<file path="src/rtl/rom_stream_pkg.sv">
// Shared constants and helpers for the ROM-to-stream burst reader.
package rom_stream_pkg;

    // Content key of the reference ROM: ROM[i] = i ^ ROM_KEY.
    localparam logic [7:0] ROM_KEY = 8'hA5;

    // A read may be issued only if its word is guaranteed a FIFO slot on arrival.
    function automatic logic has_room(input int count, input int inflight, input int depth);
        return (count + inflight) < depth;
    endfunction

endpackage

</file>
<file path="src/rtl/fifo_sync.sv">
// Single-clock show-ahead FIFO; rd_data always presents the oldest stored word.
module fifo_sync #(
    parameter int DATAW = 8,
    parameter int DEPTH = 4
) (
    input  logic                     clk,
    input  logic                     rst_n,
    input  logic                     wr_en,
    input  logic                     rd_en,
    input  logic [DATAW-1:0]         wr_data,
    output logic [DATAW-1:0]         rd_data,
    output logic [$clog2(DEPTH):0]   count
);
    localparam int AW = $clog2(DEPTH);

    logic [DATAW-1:0] mem [DEPTH];
    logic [AW-1:0]    wr_ptr;
    logic [AW-1:0]    rd_ptr;

    // Pointers wrap naturally because DEPTH is a power of two.
    always_ff @(posedge clk or negedge rst_n) begin
        if (!rst_n) begin
            wr_ptr <= '0;
            rd_ptr <= '0;
            count  <= '0;
        end else begin
            if (wr_en) wr_ptr <= wr_ptr + AW'(1);
            if (rd_en) rd_ptr <= rd_ptr + AW'(1);
            case ({wr_en, rd_en})
                2'b10:   count <= count + (AW+1)'(1);
                2'b01:   count <= count - (AW+1)'(1);
                default: count <= count;
            endcase
        end
    end

    always_ff @(posedge clk) begin
        if (wr_en) mem[wr_ptr] <= wr_data;
    end

    assign rd_data = mem[rd_ptr];

endmodule

</file>
<file path="src/rtl/rom_stream.sv">
// Streams a burst of consecutive ROM words out of a synchronous ROM onto a
// valid/ready port, with a small FIFO absorbing the ROM read latency.
module rom_stream
    import rom_stream_pkg::*;
#(
    parameter int ADDRW      = 7,
    parameter int DATAW      = 8,
    parameter int FIFO_DEPTH = 4
) (
    input  logic             clk,
    input  logic             rst_n,
    input  logic             start,
    input  logic [ADDRW-1:0] base,
    input  logic [ADDRW:0]   len,
    output logic             busy,
    output logic             done,
    output logic [ADDRW-1:0] rom_addr,
    input  logic [DATAW-1:0] rom_data,
    output logic [DATAW-1:0] m_data,
    output logic             m_valid,
    input  logic             m_ready
);
    localparam logic [1:0] S_IDLE = 2'd0;
    localparam logic [1:0] S_RUN  = 2'd1;
    localparam logic [1:0] S_DONE = 2'd2;
    localparam int CW = $clog2(FIFO_DEPTH) + 1;

    logic [1:0]       state, state_next;
    logic [ADDRW:0]   issue_left, beats_left;
    logic [1:0]       inflight;
    logic             issue, issue_q;
    logic             pop, beat, last_beat;
    logic [CW-1:0]    fifo_count;
    logic [DATAW-1:0] fifo_data;

    // Stream handshake: a beat moves on a posedge where m_valid and m_ready
    // are both high; m_valid/m_data are registered and hold until that beat.
    assign beat      = m_valid && m_ready;
    assign last_beat = beat && (beats_left == (ADDRW+1)'(1));
    assign pop       = (fifo_count != '0) && (!m_valid || m_ready);
    assign issue     = (state == S_RUN) && (issue_left != '0)
                       && has_room(int'(fifo_count), int'(inflight), FIFO_DEPTH);

    always_ff @(posedge clk or negedge rst_n) begin
        if (!rst_n) state <= S_IDLE;
        else        state <= state_next;
    end

    always_comb begin
        state_next = state;
        busy       = 1'b0;
        done       = 1'b0;
        case (state)
            S_IDLE: if (start) state_next = (len == '0) ? S_DONE : S_RUN;
            S_RUN: begin
                busy = 1'b1;
                if (last_beat) state_next = S_DONE;
            end
            S_DONE: begin
                done       = 1'b1;
                state_next = S_IDLE;
            end
            default: state_next = S_IDLE;
        endcase
    end

    // ROM data for a read issued in cycle k arrives in cycle k+1 and is
    // written to the FIFO at the following edge, so issue_q is the write enable.
    always_ff @(posedge clk or negedge rst_n) begin
        if (!rst_n) begin
            rom_addr   <= '0;
            issue_left <= '0;
            beats_left <= '0;
            issue_q    <= 1'b0;
            inflight   <= '0;
            m_valid    <= 1'b0;
            m_data     <= '0;
        end else begin
            issue_q  <= issue;
            inflight <= inflight + 2'(issue) - 2'(issue_q);
            if (state == S_IDLE && start) begin
                rom_addr   <= base;
                issue_left <= len;
                beats_left <= len;
            end else begin
                if (issue) begin
                    rom_addr   <= rom_addr + ADDRW'(1);
                    issue_left <= issue_left - (ADDRW+1)'(1);
                end
                if (beat) beats_left <= beats_left - (ADDRW+1)'(1);
            end
            if (pop) begin
                m_valid <= 1'b1;
                m_data  <= fifo_data;
            end else if (beat) begin
                m_valid <= 1'b0;
            end
        end
    end

    fifo_sync #(
        .DATAW (DATAW),
        .DEPTH (FIFO_DEPTH)
    ) u_fifo (
        .clk     (clk),
        .rst_n   (rst_n),
        .wr_en   (issue_q),
        .rd_en   (pop),
        .wr_data (rom_data),
        .rd_data (fifo_data),
        .count   (fifo_count)
    );

endmodule

</file>
<file path="config.mk">
export PLATFORM = sky130hd
export DESIGN_NAME = rom_stream
export DESIGN_NICKNAME = d
export VERILOG_FILES = /design/src/rtl/rom_stream_pkg.sv /design/src/rtl/fifo_sync.sv /design/src/rtl/rom_stream.sv
export SDC_FILE = /design/constraint.sdc
export NUM_CORES = 1
export LEC_CHECK = 0
export CORE_MARGIN = 2
export CORE_UTILIZATION = 50
export DETAILED_ROUTE_END_ITERATION = 7
export GPL_ROUTABILITY_DRIVEN = 1
export GPL_TIMING_DRIVEN = 1
export PLACE_DENSITY = 0.78
export SYNTH_ARGS = -nofsm -noshare
export SYNTH_HDL_FRONTEND = slang
export SYNTH_HIERARCHICAL = 1
export SYNTH_SLANG_ARGS = --single-unit
</file>
<file path="constraint.sdc">
create_clock -name clk -period 6.25 [get_ports clk]
set_input_delay 0.625 -clock clk [delete_from_list [all_inputs] [get_ports clk]]
set_output_delay 0.625 -clock clk [all_outputs]
set_load 0.1 [all_outputs]
</file>
==> reports/metrics.csv, run 1 <==
stage,metric,value,unit
layout,final_util,62.2,%
synth,synthFlopType,dfrtp_1,
synth,post_synth_num_cell_types,50,
clocking,cts_buffer_depth,2,
die,start_util,52.0,%
worst_setup_path,cp.required,5.62,ns
die,core,0.00683,sq mm
placement,port_buffers,44,
worst_setup_path,path_cells,and2b_1 -> clkdlybuf4s50_1,
global_routing,grt_max_degree,45,
clocking,cts.clk_slew.worst_paths,0.08,ns
layout,final_common_cell,dfrtp_1,
worst_setup_path,start_kind,register,
timing,setup_tns,0,ns
layout,drive_gt1_share,12.5,%
clocking,htreeDepth,3,
min_path,holdCritPathClass,in -> async,
synth,syn_area,0.00355,sq mm
global_routing,grt.total_usage,19.7,%
route,drt-pass1-iter-count,4,
synth,synthesis.nets,317,
power,p_leak,1.63,nW
timing,relSlewSlack,32.6,%
worst_setup_path,cp_slowest_stage_delay,1.17,ns
route,route.detailed.drc,0,
outcome,outcome,finished clean,
die,dieArea,0.00780,sq mm
synth,synthTopCellsByArea,"dfrtp_1 (31%), edfxtp_1 (27%), mux4_2 (5.1%)",
timing,setup_viol,0,
flow_run,maxCapViolCount,0,
synth,async_reset_ff_share,57.9,%
route,detail-route-antenna-nets,0,
synth,avgSynthCellArea,12.9,sq um
clocking,cts_setup_buffers,0,
route,wl_per_cell,16.2,um
layout,final_cell_mix,"dfrtp_1 (44), clkdlybuf4s50_1 (43), edfxtp_1 (32), nand2_1 (20), nand3_1 (15)",
route,routed_wl,6870,um
synth,ys_warn_count,6,
clocking,clk-insertion-delay-late,0.35,ns
timing,worst_pin_slew,1.01,ns
synth,synth_edf_count,32,
layout,diodes,0,
synth,synth_top_area_share,31.0,%
die,io_pins,45,
synth,yosysSeqAreaShare,58.0,%
layout,area_growth_syn_to_layout,19.6,%
timing,fmax,346,MHz
timing,rsz0062_at_grt,no,
worst_setup_path,slowest_stage,clkdlybuf4s50_1,
route,vias_per_cell,5.51,
placement,place.gp.congestion,0.780,
worst_setup_path,crit_arrival,2.27,ns
timing,min_period,2.89,ns
power,powerDensity,571,mW/mm^2
placement,dpl_cell_area,0.00407,sq mm
worst_setup_path,cp-end-kind,primary output,
clocking,numCtsBuffers,9,
clocking,cts_tree,yes,
timing,skew,0.0107,ns
global_routing,overflow,0,
global_routing,grt_pass1_wl,11400,um
timing,final-max-slew-violation-count,0,
clocking,root_buffer,clkbuf_8,
worst_setup_path,worstSetupPathType,reg -> out,
global_routing,grt_pass1_vias,2354,
timing,final-hold-violation-count,0,
synth,synthCells,276,
layout,design_area,0.00425,sq mm
synth,synth-seq-cells,76,
route,vias,2341,
worst_setup_path,path_max_fanout,5,
global_routing,antenna_found_initial,0,
clocking,ctsHoldBuffers,0,
layout,num-nets-final,365,
clocking,clock-sinks,76,
clocking,cts_resized,0,
timing,min_period_over_period,46.2,%
power,vdd_drop_max,0.369,mV
synth,synth_largest_area_cell,dfrtp_1,
die,dieHeight,88.3,um
die,num_rows,30,
die,dieWidth,88.3,um
layout,fill_cells,541,
route,drtIter0Drc,123,
placement,hpwl,4700,um
-- state kept, by name, indices dropped and copies added, names as in the netlist --
name           flops
m_data             8
u_fifo/count       3
state              2
issue_left         8
u_fifo/wr_ptr      2
u_fifo/rd_ptr      2
beats_left         8
m_valid            1
rom_addr           7
inflight           2
u_fifo/mem        32
issue_q            1
-- power breakdown --
part / internal (mW) / switching, mW / total [mW]
clock: 0.149 / 0.189 / 0.339
combinational: 0.430 / 0.771 / 1.20
sequential: 0.705 / 0.182 / 0.887
total: 1.28 / 1.14 / 2.43
-- per-layer routing --
layer / wire length, um / vias to the layer above / global-route usage, %
li1: - / 1126 / -
met1: 3020 / 1165 / 26.4
met2: 3530 / 46 / 31.6
met3: 279 / 4 / 3.45
met4: 36 / 0 / 9.09
met5: 0 / - / 0
-- path summary, 6_finish.rpt --
check                           slack, ns            start         endpoint  cells after the start
max in group asynchronous            5.18            rst_n        m_data[6]                      1
worst max-delay path                 3.36         state[1]             busy                      2
worst max register to register       3.91  u_fifo/count[1]      inflight[1]                      9
worst min-delay path                 0.43            rst_n         state[1]                      1
worst min register to register       0.50  u_fifo/count[2]  u_fifo/count[2]                      1
min in group clk                     0.50  u_fifo/count[2]  u_fifo/count[2]                      1
-- metrics by stage --
step	hold slack (ns)	power [mW]	cells	setup slack (ns)
detailed placement	0.495	2.10	409	3.32
finish	0.432	2.43	425	3.36
CTS	0.473	2.44	425	3.35
global route	0.531	2.58	425	3.31
floorplan	0.329	1.81	276	3.66
global placement	0.491	2.05	409	3.39
-- cell families (layout without fill, tap and decap cells) --
family          Yosys count  count (layout)  share of synthesized area, %
flops                    76              76                          58.0
xor+xnor                 15              15                          3.70
simple gates             92              92                          14.3
mux                      19              19                          8.49
compound gates           38              38                          7.61
buf+inv                  22              75                          2.78
fa+ha+maj                14              14                          5.14
-- worst max-delay path: cells and delay by family (launching register included) --
kind | cells | cell delay, ns
AND/OR/NAND/NOR | 1 | 0.32
flip-flops | 1 | 0.43
buffers and inverters | 1 | 1.17
-- cells in the mapped netlist, drive strengths merged (5+ instances only) --
master,n
dfrtp,44
edfxtp,32
nand2,21
nand3,16
inv,14
nor2,14
ha,13
xnor2,10
mux2,9
nor3,9
o21ai,9
mux4,8
o211ai,8
nor4,7
a211oi,5
and2,5
xor2,5
-- cell type report --
type,instances,area (sq um),area share [%]
well taps,96,120,2.83
repair buffers,45,443,10.4
clock inverters,7,57.6,1.35
clock buffers,9,124,2.91
inverters,14,52.6,1.24
flip-flops and latches,76,2060,48.5
multi-input cells,178,1390,32.8
Note: power is estimated with default switching activity, not from simulation.
==> run 2: changes to the inputs <==
- PLACE_DENSITY: 0.78 -> 0.81
- clock period: 6.25 -> 2.45 ns (I/O delays scaled with it)
==> reports/metrics.csv, run 2 (synthesis results as in run 1) <==
stage,metric,value,unit
outcome,outcome,finished clean,
placement,port_buffers,44,
route,route.detailed.drc,0,
global_routing,grt_pass1_vias,2407,
timing,final-max-slew-violation-count,0,
layout,largest_reg_flops,32,
die,dieHeight,88.3,um
placement,dpl_cell_area,0.00406,sq mm
worst_setup_path,reg2reg_to,inflight[1],
worst_setup_path,slowest_stage,dfrtp_1,
placement,hpwl,4900,um
layout,top_register,u_fifo/mem,
clocking,ctsHoldBuffers,1,
global_routing,grt.total_usage,20.0,%
worst_setup_path,r2r_setup_slack,0.39,ns
worst_setup_path,start_kind,register,
clocking,cts_buffer_depth,2,
clocking,cts_resized,0,
power,combPwrFrac,49.2,%
worst_setup_path,worstSetupPathType,reg -> reg,
power,p_clk_share,14.5,%
layout,fill_cells,529,
placement,place.gp.congestion,0.798,
timing,worst_pin_slew,0.660,ns
die,num_rows,30,
power,p_sw,2.85,mW
power,p_seq_share,36.3,%
power,switching_share,45.7,%
layout,final_common_cell,dfrtp_1,
worst_setup_path,cp.required,2.71,ns
global_routing,grt_pass1_wl,11700,um
global_routing,antenna_found_initial,0,
timing,min_period_over_period,84.2,%
route,routed_wl,6900,um
route,drtIter0Drc,157,
flow_run,maxCapViolCount,0,
worst_setup_path,crit_arrival,2.33,ns
route,vias,2366,
route,drt-pass1-iter-count,4,
timing,setup_viol,0,
min_path,holdCritPathClass,in -> async,
layout,final_cell_mix,"dfrtp_1 (44), edfxtp_1 (32), clkdlybuf4s50_1 (25), buf_4 (23), nand2_1 (20)",
clocking,cts.clk_slew.worst_paths,0.07,ns
worst_setup_path,cp_slowest_stage_delay,0.47,ns
route,detail-route-antenna-nets,0,
clocking,cts_setup_buffers,0,
die,dieWidth,88.3,um
timing,skew,0.00717,ns
worst_setup_path,r2r_start,issue_left[4],
global_routing,overflow,0,
placement,preCtsSetupSlack,0.377,ns
clocking,numCtsBuffers,9,
power,p_int,3.38,mW
route,wl_per_cell,16.0,um
worst_setup_path,path_max_fanout,9,
clocking,htreeDepth,3,
layout,diodes,0,
timing,setup_tns,0,ns
die,core,0.00683,sq mm
power,p_leak,1.67,nW
global_routing,grt_max_degree,36,
power,fin_total_pwr,6.23,mW
die,start_util,52.0,%
power,powerDensity,1470,mW/mm^2
layout,final_util,62.3,%
timing,min_period,2.06,ns
layout,num-nets-final,370,
clocking,root_buffer,clkbuf_8,
timing,final-hold-violation-count,0,
layout,drive_gt1_share,18.0,%
power,vdd_drop_max,1.16,mV
die,dieArea,0.00780,sq mm
timing,relSlewSlack,55.6,%
layout,design_area,0.00425,sq mm
timing,fin_ws,0.387,ns
clocking,clock-sinks,76,
clocking,clk-insertion-delay-late,0.34,ns
timing,rsz0062_at_grt,no,
die,io_pins,45,
worst_setup_path,cp-end-kind,register,
worst_setup_path,crit_path_start,issue_left[4],
timing,fmax,485,MHz
route,vias_per_cell,5.50,
worst_setup_path,r2r_cells,8,
worst_setup_path,path_cells,nor4_4 -> nand3_4 -> nand2_2 -> ha_1 -> inv_1 -> ha_1 -> xnor2_1 -> xnor2_1,
clocking,cts_tree,yes,
layout,area_growth_syn_to_layout,19.7,%
-- run 2: cell types whose count changed in the layout (fill, tap and decap cells not counted), sizes merged, moves of 2 or more --
| cell | change |
|---|---|
| clkdlybuf4s50 | -18 |
| clkbuf | +4 |
| inv | -3 |
| clkinv | -2 |
| buf | +22 |
-- run 2: worst max path at each step --
stage	end	slack [ns]	cells past startpoint
final	inflight[1]	0.39	8
after global routing	inflight[1]	0.21	8
after CTS	inflight[1]	0.37	8
after detailed placement	u_fifo/count[1]	0.38	6
after global placement	u_fifo/count[1]	0.44	6
after floorplan	u_fifo/count[2]	0.02	6
-- run 2: power groups by stage --
stage / registers [mW] / clock network (mW) / logic [mW]
2_1_floorplan: 3.05 / 0 / 1.58
3_3_place_gp: 2.26 / 0 / 2.96
3_5_place_dp: 2.28 / 0 / 3.06
4_1_cts: 2.26 / 0.924 / 3.08
5_1_grt: 2.35 / 0.988 / 3.31
6_report: 2.26 / 0.903 / 3.07
-- run 2: per-stage QoR --
stage	std cells	hold WS [ns]
after floorplan	276	-0.0506
after CTS	430	0.310
after detailed placement	413	0.141
after global routing	430	0.309
final	430	0.309
after global placement	413	0.132
-- run 2: routing by layer --
metal  vias to the layer above  share of wire (%)  global-route usage (%)
met3                         9                3.5                    4.76
met1                      1181                 46                    27.5
li1                       1132                  -                       -
met2                        44                 50                    31.9
met5                         -                  0                       0
met4                         0                1.1                    6.20
-- run 2: critical path: cells and delay by family (launching register included) --
kind	cells	cell delay (ns)
xor+xnor	2	0.26
flops	1	0.47
simple gates	3	0.79
buf+inv	1	0.05
fa+ha+maj	2	0.40
-- run 2: cell type report --
| cell class | count | area, sq um | area share, % |
|---|---|---|---|
| Timing Repair Buffer | 50 | 438 | 10.3 |
| Clock inverter | 3 | 38.8 | 0.912 |
| Sequential cell | 76 | 2060 | 48.5 |
| Multi-Input combinational cell | 178 | 1390 | 32.8 |
| Clock buffer | 13 | 149 | 3.50 |
| Tap cell | 96 | 120 | 2.82 |
| Inverter | 14 | 52.6 | 1.24 |
